File: src/rtl/hazard_ctrl_if.sv
// Pipeline <-> hazard unit signal bundle: register ids, write enables and stage events in,
// stall/flush/forward controls and divider status out. master = pipeline, slave = hazard_ctrl.
interface hazard_ctrl_if;
    logic [4:0] rs_D, rt_D, rs_E, rt_E;
    logic [4:0] write_reg_E, write_reg_M, write_reg_W;
    logic       reg_wr_E, reg_wr_M, reg_wr_W;
    logic       mem_to_reg_E, mispredict_E, div_start_E;
    logic       mem_req_M, dmem_ack, except_M;
    logic       stall_F, stall_D, stall_E, stall_M, stall_W;
    logic       flush_D, flush_E, flush_M, flush_W;
    logic [1:0] fwd_a_E, fwd_b_E;
    logic       div_busy, div_done;

    modport master (
        output rs_D, rt_D, rs_E, rt_E, write_reg_E, write_reg_M, write_reg_W,
               reg_wr_E, reg_wr_M, reg_wr_W, mem_to_reg_E, mispredict_E, div_start_E,
               mem_req_M, dmem_ack, except_M,
        input  stall_F, stall_D, stall_E, stall_M, stall_W,
               flush_D, flush_E, flush_M, flush_W, fwd_a_E, fwd_b_E, div_busy, div_done
    );

    modport slave (
        input  rs_D, rt_D, rs_E, rt_E, write_reg_E, write_reg_M, write_reg_W,
               reg_wr_E, reg_wr_M, reg_wr_W, mem_to_reg_E, mispredict_E, div_start_E,
               mem_req_M, dmem_ack, except_M,
        output stall_F, stall_D, stall_E, stall_M, stall_W,
               flush_D, flush_E, flush_M, flush_W, fwd_a_E, fwd_b_E, div_busy, div_done
    );
endinterface

File: src/rtl/hazard_ctrl.sv
// Five-stage pipeline hazard unit: prioritised stall/flush, E-stage forwarding, multi-cycle divide FSM.
// Define HAZARD_FWD_EN to enable M/W forwarding; otherwise RAW hazards in D stall instead.
module hazard_ctrl #(
    parameter int DIV_CYCLES = 34
) (
    input logic         clk,
    input logic         rst,
    hazard_ctrl_if.slave hz
);

    localparam logic [5:0] DIV_LOAD = 6'(DIV_CYCLES - 2);

    typedef enum logic [1:0] {S_IDLE, S_BUSY, S_DONE} div_state_t;

    div_state_t state, state_nxt;
    logic [5:0] count, count_nxt;

    logic       mem_stall, div_stall, dep_stall, load_use;
    logic [1:0] fwd_a, fwd_b;

    function automatic logic hit(input logic [4:0] dst, input logic we, input logic [4:0] src);
        return we && (dst != 5'd0) && (dst == src);
    endfunction

    assign mem_stall = hz.mem_req_M && !hz.dmem_ack;
    assign div_stall = (state == S_IDLE && hz.div_start_E) || (state == S_BUSY);
    assign load_use  = hz.mem_to_reg_E &&
                       (hit(hz.write_reg_E, hz.reg_wr_E, hz.rs_D) ||
                        hit(hz.write_reg_E, hz.reg_wr_E, hz.rt_D));

`ifdef HAZARD_FWD_EN
    assign dep_stall = load_use;
    // M is the younger producer, so it wins over W.
    assign fwd_a = hit(hz.write_reg_M, hz.reg_wr_M, hz.rs_E) ? 2'b10 :
                   hit(hz.write_reg_W, hz.reg_wr_W, hz.rs_E) ? 2'b01 : 2'b00;
    assign fwd_b = hit(hz.write_reg_M, hz.reg_wr_M, hz.rt_E) ? 2'b10 :
                   hit(hz.write_reg_W, hz.reg_wr_W, hz.rt_E) ? 2'b01 : 2'b00;
`else
    logic unused_fwd_inputs;
    assign unused_fwd_inputs = ^{hz.rs_E, hz.rt_E, hz.write_reg_W, hz.reg_wr_W};
    // No bypass network: any producer still in E or M holds the consumer in D.
    assign dep_stall = load_use ||
                       hit(hz.write_reg_E, hz.reg_wr_E, hz.rs_D) ||
                       hit(hz.write_reg_E, hz.reg_wr_E, hz.rt_D) ||
                       hit(hz.write_reg_M, hz.reg_wr_M, hz.rs_D) ||
                       hit(hz.write_reg_M, hz.reg_wr_M, hz.rt_D);
    assign fwd_a = 2'b00;
    assign fwd_b = 2'b00;
`endif

    always_ff @(posedge clk) begin
        if (rst) begin
            state <= S_IDLE;
            count <= '0;
        end else begin
            state <= state_nxt;
            count <= count_nxt;
        end
    end

    // BUSY holds count cycles; the start cycle in IDLE supplies the extra stall cycle.
    always_comb begin
        state_nxt = state;
        count_nxt = count;
        case (state)
            S_IDLE: begin
                if (hz.div_start_E && !hz.except_M && !mem_stall) begin
                    if (DIV_LOAD == 6'd0) begin
                        state_nxt = S_DONE;
                    end else begin
                        state_nxt = S_BUSY;
                        count_nxt = DIV_LOAD;
                    end
                end
            end
            S_BUSY: begin
                if (hz.except_M) begin
                    state_nxt = S_IDLE;
                    count_nxt = '0;
                end else if (!mem_stall) begin
                    count_nxt = count - 6'd1;
                    if (count == 6'd1) state_nxt = S_DONE;
                end
            end
            S_DONE: begin
                state_nxt = S_IDLE;
            end
            default: begin
                state_nxt = S_IDLE;
                count_nxt = '0;
            end
        endcase
    end

    always_comb begin
        hz.stall_F  = 1'b0;
        hz.stall_D  = 1'b0;
        hz.stall_E  = 1'b0;
        hz.stall_M  = 1'b0;
        hz.stall_W  = 1'b0;
        hz.flush_D  = 1'b0;
        hz.flush_E  = 1'b0;
        hz.flush_M  = 1'b0;
        hz.flush_W  = 1'b0;
        hz.fwd_a_E  = 2'b00;
        hz.fwd_b_E  = 2'b00;
        hz.div_busy = 1'b0;
        hz.div_done = 1'b0;
        if (!rst) begin
            hz.fwd_a_E  = fwd_a;
            hz.fwd_b_E  = fwd_b;
            hz.div_busy = (state == S_BUSY);
            hz.div_done = (state == S_DONE);
            if (hz.except_M) begin
                hz.flush_D = 1'b1;
                hz.flush_E = 1'b1;
                hz.flush_M = 1'b1;
                hz.flush_W = 1'b1;
            end else if (mem_stall) begin
                hz.stall_F = 1'b1;
                hz.stall_D = 1'b1;
                hz.stall_E = 1'b1;
                hz.stall_M = 1'b1;
                hz.flush_W = 1'b1;
            end else if (div_stall) begin
                hz.stall_F = 1'b1;
                hz.stall_D = 1'b1;
                hz.stall_E = 1'b1;
                hz.flush_M = 1'b1;
            end else if (dep_stall) begin
                hz.stall_F = 1'b1;
                hz.stall_D = 1'b1;
                hz.flush_E = 1'b1;
            end else if (hz.mispredict_E) begin
                // Only the wrong-path fetch is squashed; the delay slot in D proceeds.
                hz.flush_D = 1'b1;
            end
        end
    end

endmodule

File: src/flat_wrapper.sv
// flat-port wrapper written by rule: the top's interface ports become plain ports
module hazard_ctrl_flat 
#(
    parameter int DIV_CYCLES = 34
)
  (clk, rst, hz_rs_D, hz_rt_D, hz_rs_E, hz_rt_E, hz_write_reg_E, hz_write_reg_M, hz_write_reg_W, hz_reg_wr_E, hz_reg_wr_M, hz_reg_wr_W, hz_mem_to_reg_E, hz_mispredict_E, hz_div_start_E, hz_mem_req_M, hz_dmem_ack, hz_except_M, hz_stall_F, hz_stall_D, hz_stall_E, hz_stall_M, hz_stall_W, hz_flush_D, hz_flush_E, hz_flush_M, hz_flush_W, hz_fwd_a_E, hz_fwd_b_E, hz_div_busy, hz_div_done);
  hazard_ctrl_if hz_i ();
  input logic clk;
  input logic rst;
  input wire logic [$bits(hz_i.rs_D)-1:0] hz_rs_D;
  input wire logic [$bits(hz_i.rt_D)-1:0] hz_rt_D;
  input wire logic [$bits(hz_i.rs_E)-1:0] hz_rs_E;
  input wire logic [$bits(hz_i.rt_E)-1:0] hz_rt_E;
  input wire logic [$bits(hz_i.write_reg_E)-1:0] hz_write_reg_E;
  input wire logic [$bits(hz_i.write_reg_M)-1:0] hz_write_reg_M;
  input wire logic [$bits(hz_i.write_reg_W)-1:0] hz_write_reg_W;
  input wire logic [$bits(hz_i.reg_wr_E)-1:0] hz_reg_wr_E;
  input wire logic [$bits(hz_i.reg_wr_M)-1:0] hz_reg_wr_M;
  input wire logic [$bits(hz_i.reg_wr_W)-1:0] hz_reg_wr_W;
  input wire logic [$bits(hz_i.mem_to_reg_E)-1:0] hz_mem_to_reg_E;
  input wire logic [$bits(hz_i.mispredict_E)-1:0] hz_mispredict_E;
  input wire logic [$bits(hz_i.div_start_E)-1:0] hz_div_start_E;
  input wire logic [$bits(hz_i.mem_req_M)-1:0] hz_mem_req_M;
  input wire logic [$bits(hz_i.dmem_ack)-1:0] hz_dmem_ack;
  input wire logic [$bits(hz_i.except_M)-1:0] hz_except_M;
  output wire logic [$bits(hz_i.stall_F)-1:0] hz_stall_F;
  output wire logic [$bits(hz_i.stall_D)-1:0] hz_stall_D;
  output wire logic [$bits(hz_i.stall_E)-1:0] hz_stall_E;
  output wire logic [$bits(hz_i.stall_M)-1:0] hz_stall_M;
  output wire logic [$bits(hz_i.stall_W)-1:0] hz_stall_W;
  output wire logic [$bits(hz_i.flush_D)-1:0] hz_flush_D;
  output wire logic [$bits(hz_i.flush_E)-1:0] hz_flush_E;
  output wire logic [$bits(hz_i.flush_M)-1:0] hz_flush_M;
  output wire logic [$bits(hz_i.flush_W)-1:0] hz_flush_W;
  output wire logic [$bits(hz_i.fwd_a_E)-1:0] hz_fwd_a_E;
  output wire logic [$bits(hz_i.fwd_b_E)-1:0] hz_fwd_b_E;
  output wire logic [$bits(hz_i.div_busy)-1:0] hz_div_busy;
  output wire logic [$bits(hz_i.div_done)-1:0] hz_div_done;
  assign hz_i.rs_D = hz_rs_D;
  assign hz_i.rt_D = hz_rt_D;
  assign hz_i.rs_E = hz_rs_E;
  assign hz_i.rt_E = hz_rt_E;
  assign hz_i.write_reg_E = hz_write_reg_E;
  assign hz_i.write_reg_M = hz_write_reg_M;
  assign hz_i.write_reg_W = hz_write_reg_W;
  assign hz_i.reg_wr_E = hz_reg_wr_E;
  assign hz_i.reg_wr_M = hz_reg_wr_M;
  assign hz_i.reg_wr_W = hz_reg_wr_W;
  assign hz_i.mem_to_reg_E = hz_mem_to_reg_E;
  assign hz_i.mispredict_E = hz_mispredict_E;
  assign hz_i.div_start_E = hz_div_start_E;
  assign hz_i.mem_req_M = hz_mem_req_M;
  assign hz_i.dmem_ack = hz_dmem_ack;
  assign hz_i.except_M = hz_except_M;
  assign hz_stall_F = hz_i.stall_F;
  assign hz_stall_D = hz_i.stall_D;
  assign hz_stall_E = hz_i.stall_E;
  assign hz_stall_M = hz_i.stall_M;
  assign hz_stall_W = hz_i.stall_W;
  assign hz_flush_D = hz_i.flush_D;
  assign hz_flush_E = hz_i.flush_E;
  assign hz_flush_M = hz_i.flush_M;
  assign hz_flush_W = hz_i.flush_W;
  assign hz_fwd_a_E = hz_i.fwd_a_E;
  assign hz_fwd_b_E = hz_i.fwd_b_E;
  assign hz_div_busy = hz_i.div_busy;
  assign hz_div_done = hz_i.div_done;
  hazard_ctrl #(.DIV_CYCLES(DIV_CYCLES)) u_core (.clk(clk), .rst(rst), .hz(hz_i));
endmodule
File: config.mk
export PLATFORM = sky130hd
export DESIGN_NAME = hazard_ctrl_flat
export DESIGN_NICKNAME = d
export VERILOG_FILES = /design/src/rtl/hazard_ctrl_if.sv /design/src/rtl/hazard_ctrl.sv /design/src/flat_wrapper.sv
export SDC_FILE = /design/constraint.sdc
export NUM_CORES = 1
export LEC_CHECK = 0
export CAP_MARGIN = 5
export CORE_MARGIN = 4
export CORE_UTILIZATION = 35
export CTS_CLUSTER_DIAMETER = 120
export DETAILED_ROUTE_END_ITERATION = 12
export GPL_TIMING_DRIVEN = 0
export PLACE_DENSITY = 0.83
export SLEW_MARGIN = 15
export SYNTH_ARGS = -nofsm -noshare
export SYNTH_HDL_FRONTEND = slang
export SYNTH_SLANG_ARGS = --single-unit
File: constraint.sdc
create_clock -name clk -period 1.95 [get_ports clk]
set_input_delay 0.195 -clock clk [delete_from_list [all_inputs] [get_ports clk]]
set_output_delay 0.195 -clock clk [all_outputs]
set_load 0.05 [all_outputs]
==> results.toml <==
[floorplanning]
die-area_um2 = 3340
die_h_um = 57.8
design.core.area_um2 = 2280
die_x_um = 57.8
io_pins = 61
start_util = 0.382
floorplan.rows = 17

[routing]
wl_per_cell_um = 13.8
num_vias = 946
detail_route.vias_per_cell = 5.01
drt_first_pass_iters = 4
finalWirelength_um = 2600
ant_nets = 0
dr.first_iter.drc_count = 28
drc_errors = 0

[clock_tree]
post_cts.repair.setup_buffers = 0
cts_buffers = 3
cts.htree.levels = 1
cts_hold_buffers = 0
clock_path_buffers = 2
cts_tree = "done"
insertion_delay_ns = 0.25
clk_pin_slew_worst_paths_ns = 0.05
clock-sinks = 8
root_buffer = "clkbuf_4"

[run]
drv_cap = 0

[sta]
finalMaxSlewViolations = 0
setup_viol = 0
hold_violations = 0
period_minus_slack_ns = 1.90
max_freq_mhz = 526
max_slew.worst_pin.slew_ns = 0.612
rsz0062_at_grt = "yes"
holdWs_ns = 0.527
slew_headroom = 0.588
finalClockSkew_ns = 0.000368
period_share = 0.975
fin_tns_setup_ns = 0

[worst_setup_path]
cp_max_fo = 3
arrival_ns = 1.71
r2r_setup_slack_ns = 0.35
reg2reg_depth = 5
endpoint_kind = "output pin"
rr_endpoint = "u_core.count[5]$_SDFFE_PP0P_"
startpoint_type = "input pin"
cp-endpoint = "hz_flush_D"
reg2reg_from = "u_core.count[2]$_SDFFE_PP0P_"
critical_path_class = "in2out"
crit_start = "hz_write_reg_M[3]"
critPathRequiredTime_ns = 1.75

[place]
post-dp-hpwl_um = 2150
dp.cells = 186
io_buffers = 38
place_congestion = 0.815

[layout]
fillers = 213
drive_gt1_frac = 0.230
fin_cells = 189
diodes = 0
nNetsFinal = 211
area_delta_synth_final_pct = 51.3

[logic_synthesis]
synth_cell_types = 36
avgSynthCellArea_um2 = 7.49
synth_edf_count = 0
async_flop_share = 0
yosysWarnings = 0
ys_ff_latch = 8
synth_seq_area_share = 0.184
synth_cells = 116
synthFlopType = "dfxtp_1"
netlist_area_um2 = 868

[global_route]
track_usage = 0.158
antenna_found_initial = 0
grt_pass1_wl_um = 4230
grt_overflow = 0
grt_pass1_vias = 960
grt_max_degree = 11

[pwr]
powerDensity_nw_per_um2 = 487
irDropWorstVdd_v = 0.000525
p_total_mw = 0.639
power.leakage_nw = 0.597

[status]
status = "finished, final reports clean"

[worst_hold_path]
hp-class = "reg2reg"
hp-start = "u_core.count[4]$_SDFFE_PP0P_"
## cells by family (layout without fill, tap and decap cells)
kind of cell | count (synthesis) | count (layout) | synth area share
AND/OR/NAND/NOR | 38 | 38 | 0.212
AO/OA/AOI/OAI | 26 | 26 | 0.226
XOR/XNOR | 24 | 24 | 0.242
buffers and inverters | 17 | 58 | 0.102
flip-flops | 8 | 8 | 0.184
adder cells (fa/ha/maj) | 2 | 2 | 0.0288
other | 1 | 5 | 0.00432
## placed cells by master (no fill, tap or decap), types with 3 or more instances in the layout
cell and n:
clkdlybuf4s15_1 6, buf_4 7, buf_2 3, dfxtp_1 8, dlygate4sd2_1 11, nand2_1 4, a21oi_1 5, inv_1 7
clkbuf_2 8, nor3_2 3, xor2_1 23, clkbuf_4 5, nor3_1 5, nor2_1 14, clkdlybuf4s50_1 8, conb_1 5
## state kept, by name (all words and copies together), names as in the netlist
register,count
u_core.state,2
u_core.count,6
## how the worst min path moves through the flow
stage	endpoint	slack, ns	cells after the start
finish	u_core.count[4]$_SDFFE_PP0P_	0.53	2
global route	u_core.count[4]$_SDFFE_PP0P_	0.56	2
CTS	u_core.count[4]$_SDFFE_PP0P_	0.53	2
detailed placement	u_core.count[4]$_SDFFE_PP0P_	0.52	2
global placement	u_core.count[4]$_SDFFE_PP0P_	0.49	2
floorplan	u_core.state[1]$_SDFFE_PP0P_	0.36	2
## routing by layer
metal | vias to the layer above | track usage | part of all wire
li1 | 482 | - | -
met1 | 428 | 0.180 | 0.40
met2 | 32 | 0.284 | 0.53
met3 | 4 | 0.0423 | 0.063
met4 | 0 | 0.0464 | 0.0062
met5 | - | 0 | 0
## per-stage QoR
| step | area (um2) | utilization | setup WS (ns) |
|---|---|---|---|
| 5_1_grt | 1310 | 0.577 | -0.0456 |
| 2_1_floorplan | 901 | - | -0.0585 |
| 3_5_place_dp | 1320 | 0.578 | -0.906 |
| 3_3_place_gp | 1320 | 0.578 | -0.871 |
| 4_1_cts | 1320 | 0.582 | 0.00169 |
| 6_report | 1310 | 0.577 | 0.0488 |
## power breakdown
group,internal [mW],switching (mW),leakage (nW)
clock network,0.0702,0.0526,0.0138
logic,0.135,0.186,0.517
registers,0.179,0.0163,0.0656
## synthesized netlist by cell type, types with 2 or more instances
cell type,count,share of area
xor2_1,23,0.23
nor2_1,14,0.061
dfxtp_1,8,0.18
nor3_1,8,0.046
inv_1,7,0.030
buf_4,6,0.052
a21oi_1,5,0.029
nand2_1,4,0.017
a211oi_1,3,0.026
a2111oi_0,2,0.020
a22oi_1,2,0.017
buf_2,2,0.012
clkbuf_1,2,0.0086
ha_1,2,0.029
nand3_1,2,0.012
o21ai_0,2,0.012
o22a_1,2,0.020
o31ai_1,2,0.017
or3_1,2,0.014
or4_1,2,0.017
## critical path, stage by stage
cell,delay [ns]
clkdlybuf4s15_1,0.23
or4_1,0.53
o21ai_1,0.18
o22a_2,0.21
a41o_1,0.19
buf_6,0.16
## timing repair
action                     in CTS  in global routing
pin swaps                      11                  5
setup endpoints to repair      10                 10
gates resized for setup        66                 27
## final cells by class
class / count / area (um2) / share of cell area
Buffer: 10 / 67.6 / 0.0514
Tap cell: 28 / 35.0 / 0.0267
Multi-Input combinational cell: 95 / 673 / 0.512
Sequential cell: 8 / 160 / 0.122
Inverter: 7 / 26.3 / 0.0200
Clock buffer: 3 / 22.5 / 0.0171
Timing Repair Buffer: 38 / 329 / 0.250
(Power assumes the default switching activity.)
